**config.mk**
```make
export PLATFORM = sky130hd
export DESIGN_NAME = mem_port_arbiter_flat
export DESIGN_NICKNAME = d
export VERILOG_FILES = /design/src/rtl/mem_port_arbiter_if.sv /design/src/rtl/mem_port_arbiter.sv /design/src/flat_wrapper.sv
export SDC_FILE = /design/constraint.sdc
export NUM_CORES = 1
export LEC_CHECK = 0
export BUFFER_PORTS_ARGS = -buffer_cell sky130_fd_sc_hd__buf_4
export CAP_MARGIN = 15
export CELL_PAD_IN_SITES_DETAIL_PLACEMENT = 0
export CELL_PAD_IN_SITES_GLOBAL_PLACEMENT = 1
export CORE_ASPECT_RATIO = 0.75
export CORE_UTILIZATION = 30
export CTS_CLUSTER_DIAMETER = 30
export DETAILED_ROUTE_END_ITERATION = 16
export PLACE_DENSITY_LB_ADDON = 0.2
export SYNTH_ARGS = -nofsm -noshare
export SYNTH_HDL_FRONTEND = slang
export SYNTH_SLANG_ARGS = --single-unit
```
**constraint.sdc**
```tcl
create_clock -name clk -period 1.7 [get_ports clk]
set_clock_uncertainty 0.15 [all_clocks]
set_input_delay 0.255 -clock clk [delete_from_list [all_inputs] [get_ports clk]]
set_output_delay 0.255 -clock clk [all_outputs]
set_load 0.01 [all_outputs]
```
**src/rtl/mem_port_arbiter_if.sv**
```systemverilog
`default_nettype none
// ============================================================================
// Module   : mem_port_arbiter_if
// Brief    : Bundles the IF/MEM pipeline request signals and the external
//            req/ack bus signals seen by the shared memory port arbiter.
// Revision : 1.0 - initial release
// ============================================================================
interface mem_port_arbiter_if #(
  parameter int ADDR_WIDTH = 32,
  parameter int DATA_WIDTH = 32,
  parameter int SLCT_WIDTH = 4
);
  // IF-stage fetch port
  logic                  if_req;
  logic [ADDR_WIDTH-1:0] if_addr;
  logic [DATA_WIDTH-1:0] if_data;
  logic                  if_ready;

  // MEM-stage load/store port
  logic                  mem_read;
  logic                  mem_write;
  logic [ADDR_WIDTH-1:0] mem_addr;
  logic [DATA_WIDTH-1:0] mem_wdata;
  logic [SLCT_WIDTH-1:0] mem_byte_slct;
  logic [DATA_WIDTH-1:0] mem_rdata;
  logic                  mem_ready;

  // Pipeline freeze
  logic                  stall_req;

  // External bus
  logic                  bus_req;
  logic                  bus_we;
  logic [ADDR_WIDTH-1:0] bus_addr;
  logic [DATA_WIDTH-1:0] bus_wdata;
  logic [SLCT_WIDTH-1:0] bus_byte_slct;
  logic                  bus_ack;
  logic [DATA_WIDTH-1:0] bus_rdata;

  // Arbiter view
  modport master (
    input  if_req, if_addr,
    input  mem_read, mem_write, mem_addr, mem_wdata, mem_byte_slct,
    input  bus_ack, bus_rdata,
    output if_data, if_ready, mem_rdata, mem_ready, stall_req,
    output bus_req, bus_we, bus_addr, bus_wdata, bus_byte_slct
  );

  // Pipeline + bus environment view
  modport slave (
    output if_req, if_addr,
    output mem_read, mem_write, mem_addr, mem_wdata, mem_byte_slct,
    output bus_ack, bus_rdata,
    input  if_data, if_ready, mem_rdata, mem_ready, stall_req,
    input  bus_req, bus_we, bus_addr, bus_wdata, bus_byte_slct
  );
endinterface
`default_nettype wire

```
**src/rtl/mem_port_arbiter.sv**
```systemverilog
`default_nettype none
// ============================================================================
// Module   : mem_port_arbiter
// Brief    : Shares one memory bus port between instruction fetch and the
//            load/store path. Data accesses win ties, each port is served at
//            most once per pipeline cycle, and the pipeline is stalled until
//            every wanted access of the current cycle has completed.
// Revision : 1.0 - initial release
// ============================================================================
module mem_port_arbiter #(
  parameter int ADDR_WIDTH = 32,
  parameter int DATA_WIDTH = 32,
  parameter int SLCT_WIDTH = 4
) (
  input  wire logic            clk,
  input  wire logic            rst,
  mem_port_arbiter_if.master   arb
);

  localparam logic [1:0] S_IDLE   = 2'd0;
  localparam logic [1:0] S_BUSY_D = 2'd1;
  localparam logic [1:0] S_BUSY_I = 2'd2;

  logic [1:0]            r_state;
  logic                  r_if_served;
  logic                  r_mem_served;
  logic                  r_bus_req;
  logic                  r_bus_we;
  logic [ADDR_WIDTH-1:0] r_bus_addr;
  logic [DATA_WIDTH-1:0] r_bus_wdata;
  logic [SLCT_WIDTH-1:0] r_bus_slct;
  logic [DATA_WIDTH-1:0] r_if_data;
  logic [DATA_WIDTH-1:0] r_mem_rdata;

  logic                  w_d_pend;
  logic                  w_i_pend;
  logic                  w_stall;
  logic                  w_ack_d;
  logic                  w_ack_i;

  // A port only counts as pending until it has been served in this
  // pipeline cycle; this is what keeps a frozen request from re-issuing.
  assign w_d_pend = (arb.mem_read | arb.mem_write) & ~r_mem_served;
  assign w_i_pend = arb.if_req & ~r_if_served;
  assign w_stall  = w_d_pend | w_i_pend;

  // Acks are only meaningful while an access is in flight.
  assign w_ack_d  = (r_state == S_BUSY_D) & arb.bus_ack;
  assign w_ack_i  = (r_state == S_BUSY_I) & arb.bus_ack;

  // Grant FSM and registered bus request fields
  always_ff @(posedge clk) begin
    if (rst) begin
      r_state     <= S_IDLE;
      r_bus_req   <= 1'b0;
      r_bus_we    <= 1'b0;
      r_bus_addr  <= '0;
      r_bus_wdata <= '0;
      r_bus_slct  <= '0;
    end else begin
      case (r_state)
        S_IDLE: begin
          // MEM holds the older instruction, so it wins a tie.
          if (w_d_pend) begin
            r_state     <= S_BUSY_D;
            r_bus_req   <= 1'b1;
            r_bus_we    <= arb.mem_write;
            r_bus_addr  <= arb.mem_addr;
            r_bus_wdata <= arb.mem_wdata;
            r_bus_slct  <= arb.mem_byte_slct;
          end else if (w_i_pend) begin
            r_state     <= S_BUSY_I;
            r_bus_req   <= 1'b1;
            r_bus_we    <= 1'b0;
            r_bus_addr  <= arb.if_addr;
            r_bus_wdata <= '0;
            r_bus_slct  <= '1;
          end
        end
        S_BUSY_D: begin
          if (arb.bus_ack) begin
            r_state   <= S_IDLE;
            r_bus_req <= 1'b0;
          end
        end
        S_BUSY_I: begin
          if (arb.bus_ack) begin
            r_state   <= S_IDLE;
            r_bus_req <= 1'b0;
          end
        end
        default: begin
          r_state   <= S_IDLE;
          r_bus_req <= 1'b0;
        end
      endcase
    end
  end

  // Served flags and held return data
  always_ff @(posedge clk) begin
    if (rst) begin
      r_if_served  <= 1'b0;
      r_mem_served <= 1'b0;
      r_if_data    <= '0;
      r_mem_rdata  <= '0;
    end else begin
      // Pipeline advances: start the next cycle with both ports unserved.
      if (!w_stall) begin
        r_if_served  <= 1'b0;
        r_mem_served <= 1'b0;
      end
      if (w_ack_d) begin
        r_mem_served <= 1'b1;
        // Store acks carry no meaningful data, keep the last load word.
        if (!r_bus_we) begin
          r_mem_rdata <= arb.bus_rdata;
        end
      end
      if (w_ack_i) begin
        r_if_served <= 1'b1;
        r_if_data   <= arb.bus_rdata;
      end
    end
  end

  assign arb.if_data       = r_if_data;
  assign arb.if_ready      = r_if_served;
  assign arb.mem_rdata     = r_mem_rdata;
  assign arb.mem_ready     = r_mem_served;
  assign arb.stall_req     = w_stall;
  assign arb.bus_req       = r_bus_req;
  assign arb.bus_we        = r_bus_we;
  assign arb.bus_addr      = r_bus_addr;
  assign arb.bus_wdata     = r_bus_wdata;
  assign arb.bus_byte_slct = r_bus_slct;

endmodule
`default_nettype wire

```
**src/flat_wrapper.sv**
```systemverilog
// flat-port wrapper written by rule: the top's interface ports become plain ports
module mem_port_arbiter_flat 
#(
  parameter int ADDR_WIDTH = 32,
  parameter int DATA_WIDTH = 32,
  parameter int SLCT_WIDTH = 4
)
  (clk, rst, arb_if_req, arb_if_addr, arb_mem_read, arb_mem_write, arb_mem_addr, arb_mem_wdata, arb_mem_byte_slct, arb_bus_ack, arb_bus_rdata, arb_if_data, arb_if_ready, arb_mem_rdata, arb_mem_ready, arb_stall_req, arb_bus_req, arb_bus_we, arb_bus_addr, arb_bus_wdata, arb_bus_byte_slct);
  mem_port_arbiter_if #(.ADDR_WIDTH(ADDR_WIDTH), .DATA_WIDTH(DATA_WIDTH), .SLCT_WIDTH(SLCT_WIDTH)) arb_i ();
  input  wire logic clk;
  input  wire logic rst;
  input wire logic [$bits(arb_i.if_req)-1:0] arb_if_req;
  input wire logic [$bits(arb_i.if_addr)-1:0] arb_if_addr;
  input wire logic [$bits(arb_i.mem_read)-1:0] arb_mem_read;
  input wire logic [$bits(arb_i.mem_write)-1:0] arb_mem_write;
  input wire logic [$bits(arb_i.mem_addr)-1:0] arb_mem_addr;
  input wire logic [$bits(arb_i.mem_wdata)-1:0] arb_mem_wdata;
  input wire logic [$bits(arb_i.mem_byte_slct)-1:0] arb_mem_byte_slct;
  input wire logic [$bits(arb_i.bus_ack)-1:0] arb_bus_ack;
  input wire logic [$bits(arb_i.bus_rdata)-1:0] arb_bus_rdata;
  output wire logic [$bits(arb_i.if_data)-1:0] arb_if_data;
  output wire logic [$bits(arb_i.if_ready)-1:0] arb_if_ready;
  output wire logic [$bits(arb_i.mem_rdata)-1:0] arb_mem_rdata;
  output wire logic [$bits(arb_i.mem_ready)-1:0] arb_mem_ready;
  output wire logic [$bits(arb_i.stall_req)-1:0] arb_stall_req;
  output wire logic [$bits(arb_i.bus_req)-1:0] arb_bus_req;
  output wire logic [$bits(arb_i.bus_we)-1:0] arb_bus_we;
  output wire logic [$bits(arb_i.bus_addr)-1:0] arb_bus_addr;
  output wire logic [$bits(arb_i.bus_wdata)-1:0] arb_bus_wdata;
  output wire logic [$bits(arb_i.bus_byte_slct)-1:0] arb_bus_byte_slct;
  assign arb_i.if_req = arb_if_req;
  assign arb_i.if_addr = arb_if_addr;
  assign arb_i.mem_read = arb_mem_read;
  assign arb_i.mem_write = arb_mem_write;
  assign arb_i.mem_addr = arb_mem_addr;
  assign arb_i.mem_wdata = arb_mem_wdata;
  assign arb_i.mem_byte_slct = arb_mem_byte_slct;
  assign arb_i.bus_ack = arb_bus_ack;
  assign arb_i.bus_rdata = arb_bus_rdata;
  assign arb_if_data = arb_i.if_data;
  assign arb_if_ready = arb_i.if_ready;
  assign arb_mem_rdata = arb_i.mem_rdata;
  assign arb_mem_ready = arb_i.mem_ready;
  assign arb_stall_req = arb_i.stall_req;
  assign arb_bus_req = arb_i.bus_req;
  assign arb_bus_we = arb_i.bus_we;
  assign arb_bus_addr = arb_i.bus_addr;
  assign arb_bus_wdata = arb_i.bus_wdata;
  assign arb_bus_byte_slct = arb_i.bus_byte_slct;
  mem_port_arbiter #(.ADDR_WIDTH(ADDR_WIDTH), .DATA_WIDTH(DATA_WIDTH), .SLCT_WIDTH(SLCT_WIDTH)) u_core (.clk(clk), .rst(rst), .arb(arb_i));
endmodule
```
==> flow_metrics.env <==
export IMPL_synthFlopType="dfxtp_1"
export IMPL_cts_buffers=17
export IMPL_setup_worst_path_end="u_core.arb.bus_addr[0]"
export IMPL_path_buf_inv=2
export IMPL_io_pins=275
export IMPL_antenna_found_initial=0
export IMPL_cts_root_buf="clkbuf_16"
export IMPL_wl_mm=19.3
export IMPL_grt_usage=0.194
export IMPL_postSynthCellCount=624
export IMPL_die_area_um2=19400
export IMPL_ys_warn_count=0
export IMPL_synth_edf_count=0
export IMPL_netlist_cell_type_count=35
export IMPL_wl_per_cell_um=15.9
export IMPL_via_count=5978
export IMPL_hold_path_depth=4
export IMPL_final_nets=1095
export IMPL_path_depth=6
export IMPL_p_leak_nw=3.96
export IMPL_ctsHtreeMaxLevel=4
export IMPL_place_area_um2=8030
export IMPL_syn_area_um2=5640
export IMPL_std_cell_rows=43
export IMPL_die_w_um=160
export IMPL_power_density_nw_per_um2=1110
export IMPL_grt_pass1_wl_mm=29.7
export IMPL_slowest_stage="or4bb_1"
export IMPL_clockBufferDepth=2
export IMPL_core_um2=18500
export IMPL_fp_dieH_um=121
export IMPL_min_path_type="in -> reg"
export IMPL_gp_congestion=0.853
export IMPL_synth_most_common_cell="dfxtp_1"
export IMPL_cts_tree="done"
export IMPL_drive_gt1_frac=0.357
export IMPL_first_pass_iters=4
export IMPL_synth_seq_cells=138
export IMPL_cp_arrival_ns=1.73
export IMPL_required_ns=1.83
export IMPL_gr_total_overflow=0
export IMPL_power_mw=10.4
export IMPL_worst_pin_slew_ns=0.665
export IMPL_max_stage_delay_ns=0.39
export IMPL_drtIter0Drc=275
export IMPL_slew_viol_final=0
export IMPL_relSlewSlack=0.557
export IMPL_crit_start="u_core.r_state[0]"
export IMPL_viasPerCell=4.92
export IMPL_start_kind="flop"
export IMPL_rr_worst_depth=6
export IMPL_async_flop_share=0
export IMPL_ant_nets=0
export IMPL_fin_area_um2=9370
export IMPL_synth_seq_area_share=0.490
export IMPL_critical_path_class="reg -> reg"
export IMPL_grt_start_max_net_pins=62
export IMPL_port_buffers=274
export IMPL_drv_cap=0
export IMPL_syn_avg_cell_area_um2=9.04
export IMPL_hp_start="arb_mem_addr[16]"
export IMPL_synthTopCellsByCount="138 x dfxtp_1, 132 x nand2_1, 67 x a21oi_1, 33 x nand2b_1"
export IMPL_rr_startpoint="u_core.r_state[0]"
export IMPL_dp_hpwl_mm=13.0
export IMPL_hold_violations=0
export IMPL_whs_ns=0.142
export IMPL_critPathTopFamily="simple AND/OR/NAND/NOR gates"
export IMPL_fmax_mhz=622
export IMPL_crit_fanout=18
export IMPL_synth_top_area_share=0.490
export IMPL_ir_drop_uv=516
export IMPL_start_util=0.306
export IMPL_fin_tns_setup_ns=0
export IMPL_endpoint_kind="flop"
export IMPL_worstReg2RegEnd="u_core.arb.bus_addr[0]"
export IMPL_remaining_drc_errors=0
export IMPL_clk_insertion_delay_late_ns=0.41
export IMPL_cts_sinks=138
export IMPL_outcome="complete, no violations"
export IMPL_grt_pass1_vias=5776
export IMPL_num_fill_cells=1716
export IMPL_synth_area_leaders="dfxtp_1 49%, nand2_1 8.8%, nand4bb_1 6.0%"
export IMPL_rsz0062_at_grt="no"
export IMPL_r2r_slack_ns=0.09
export IMPL_period_share=0.945
export IMPL_setup_violations_final=0
export IMPL_num_antenna_cells=0
export IMPL_syn_to_final_growth_pct=66.2
export IMPL_synth_top_area_cell="dfxtp_1"
export IMPL_path_cells="inv_2 > ha_4 > buf_12 > or4bb_1 > o21ai_0 > a211oi_1"
export IMPL_path_clk_slew_ns=0.06
export IMPL_fin_crit_ns=1.61
export IMPL_synth_nets=765
==> per-layer routing <==
layer  track usage  vias to the layer above  part of all wire
li1              -                     2893                 -
met1         0.237                     2846              0.45
met2         0.322                      218              0.47
met3        0.0593                       21             0.070
met4        0.0708                        0             0.016
met5             0                        -                 0
==> state kept, by name, indices dropped and copies added (netlist names), 2 cells and up <==
| name | count |
|---|---|
| u_core.arb.bus_addr | 32 |
| u_core.arb.bus_wdata | 32 |
| u_core.arb.if_data | 32 |
| u_core.arb.mem_rdata | 32 |
| u_core.arb.bus_byte_slct | 4 |
| u_core.r_state | 2 |
==> cell families (layout without fill, tap and decap cells) <==
kind of cell | after synthesis | count (layout) | synth area share
simple gates | 212 | 212 | 0.207
compound gates | 208 | 208 | 0.238
flops | 138 | 138 | 0.490
buf+inv | 63 | 406 | 0.0590
fa+ha+maj | 3 | 3 | 0.00666
==> per-stage QoR <==
stage,instances,util,setup WS (ns)
final,1214,0.508,0.0934
after CTS,1213,0.505,0.0142
after global placement,1110,0.435,0.0888
after detailed placement,1110,0.435,0.0192
after global routing,1214,0.508,0.0185
after floorplan,624,-,0.0823
==> worst reg2reg max path, cell delays in order (launching register included) <==
cell,delay [ns]
dfxtp_2,0.32
inv_2,0.07
ha_4,0.17
buf_12,0.16
or4bb_1,0.40
o21ai_0,0.10
a211oi_1,0.09
==> cell type report <==
type,count,area [um2],share of cell area
clock buffers,20,447,0.0477
clock inverters,12,140,0.0150
inverters,5,18.8,0.00200
multi-input cells,423,2570,0.274
flip-flops and latches,138,2770,0.295
well taps,247,309,0.0330
repair buffers,369,3120,0.333
==> placed cells by master, fill, tap and decap left out, drive strengths merged <==
| cell type | n |
|---|---|
| nor3 | 2 |
| dfxtp | 138 |
| clkbuf | 21 |
| o21a | 1 |
| nand2b | 34 |
| clkinvlp | 2 |
| or4bb | 2 |
| inv | 7 |
| o22ai | 32 |
| and2b | 1 |
| ha | 3 |
| bufinv | 2 |
| clkinv | 6 |
| nand4bb | 30 |
| nand3b | 1 |
| dlygate4sd3 | 70 |
| o21bai | 1 |
| nand2 | 132 |
| a31oi | 1 |
| and3b | 1 |
| and2 | 2 |
| buf | 298 |
| or3 | 1 |
| o21ai | 35 |
| nand3 | 2 |
| nor2 | 2 |
| a211oi | 32 |
| a22o | 32 |
| a22oi | 1 |
| o221a | 6 |
| a21oi | 67 |
| nor2b | 2 |
==> what timing repair did <==
| action | CTS | global route |
|---|---|---|
| pin swaps | 0 | 4 |
| cloned | 0 | 1 |
| hold endpoints to repair | 102 | 0 |
| resized for setup | 0 | 8 |
| hold buffers | 70 | 0 |
| buffers inserted | 1 | 0 |
| endpoints found under the setup margin | 1 | 61 |
==> worst min path at each step <==
stage	to	slack [ns]
4_1_cts	u_core.arb.bus_addr[16]	0.12
3_3_place_gp	u_core.arb.if_data[12]	0.29
5_1_grt	u_core.arb.bus_addr[16]	0.13
2_1_floorplan	u_core.arb.bus_we	0.24
6_report	u_core.arb.bus_addr[16]	0.14
3_5_place_dp	u_core.arb.if_data[1]	0.30
==> where the power goes <==
| part | total, mW | switching [mW] | internal [mW] |
|---|---|---|---|
| Combinational | 2.84 | 1.35 | 1.49 |
| Clock | 3.69 | 1.47 | 2.22 |
| Sequential | 3.88 | 0.260 | 3.62 |
| Total | 10.4 | 3.08 | 7.33 |
Note: power is estimated with default switching activity, not from simulation.
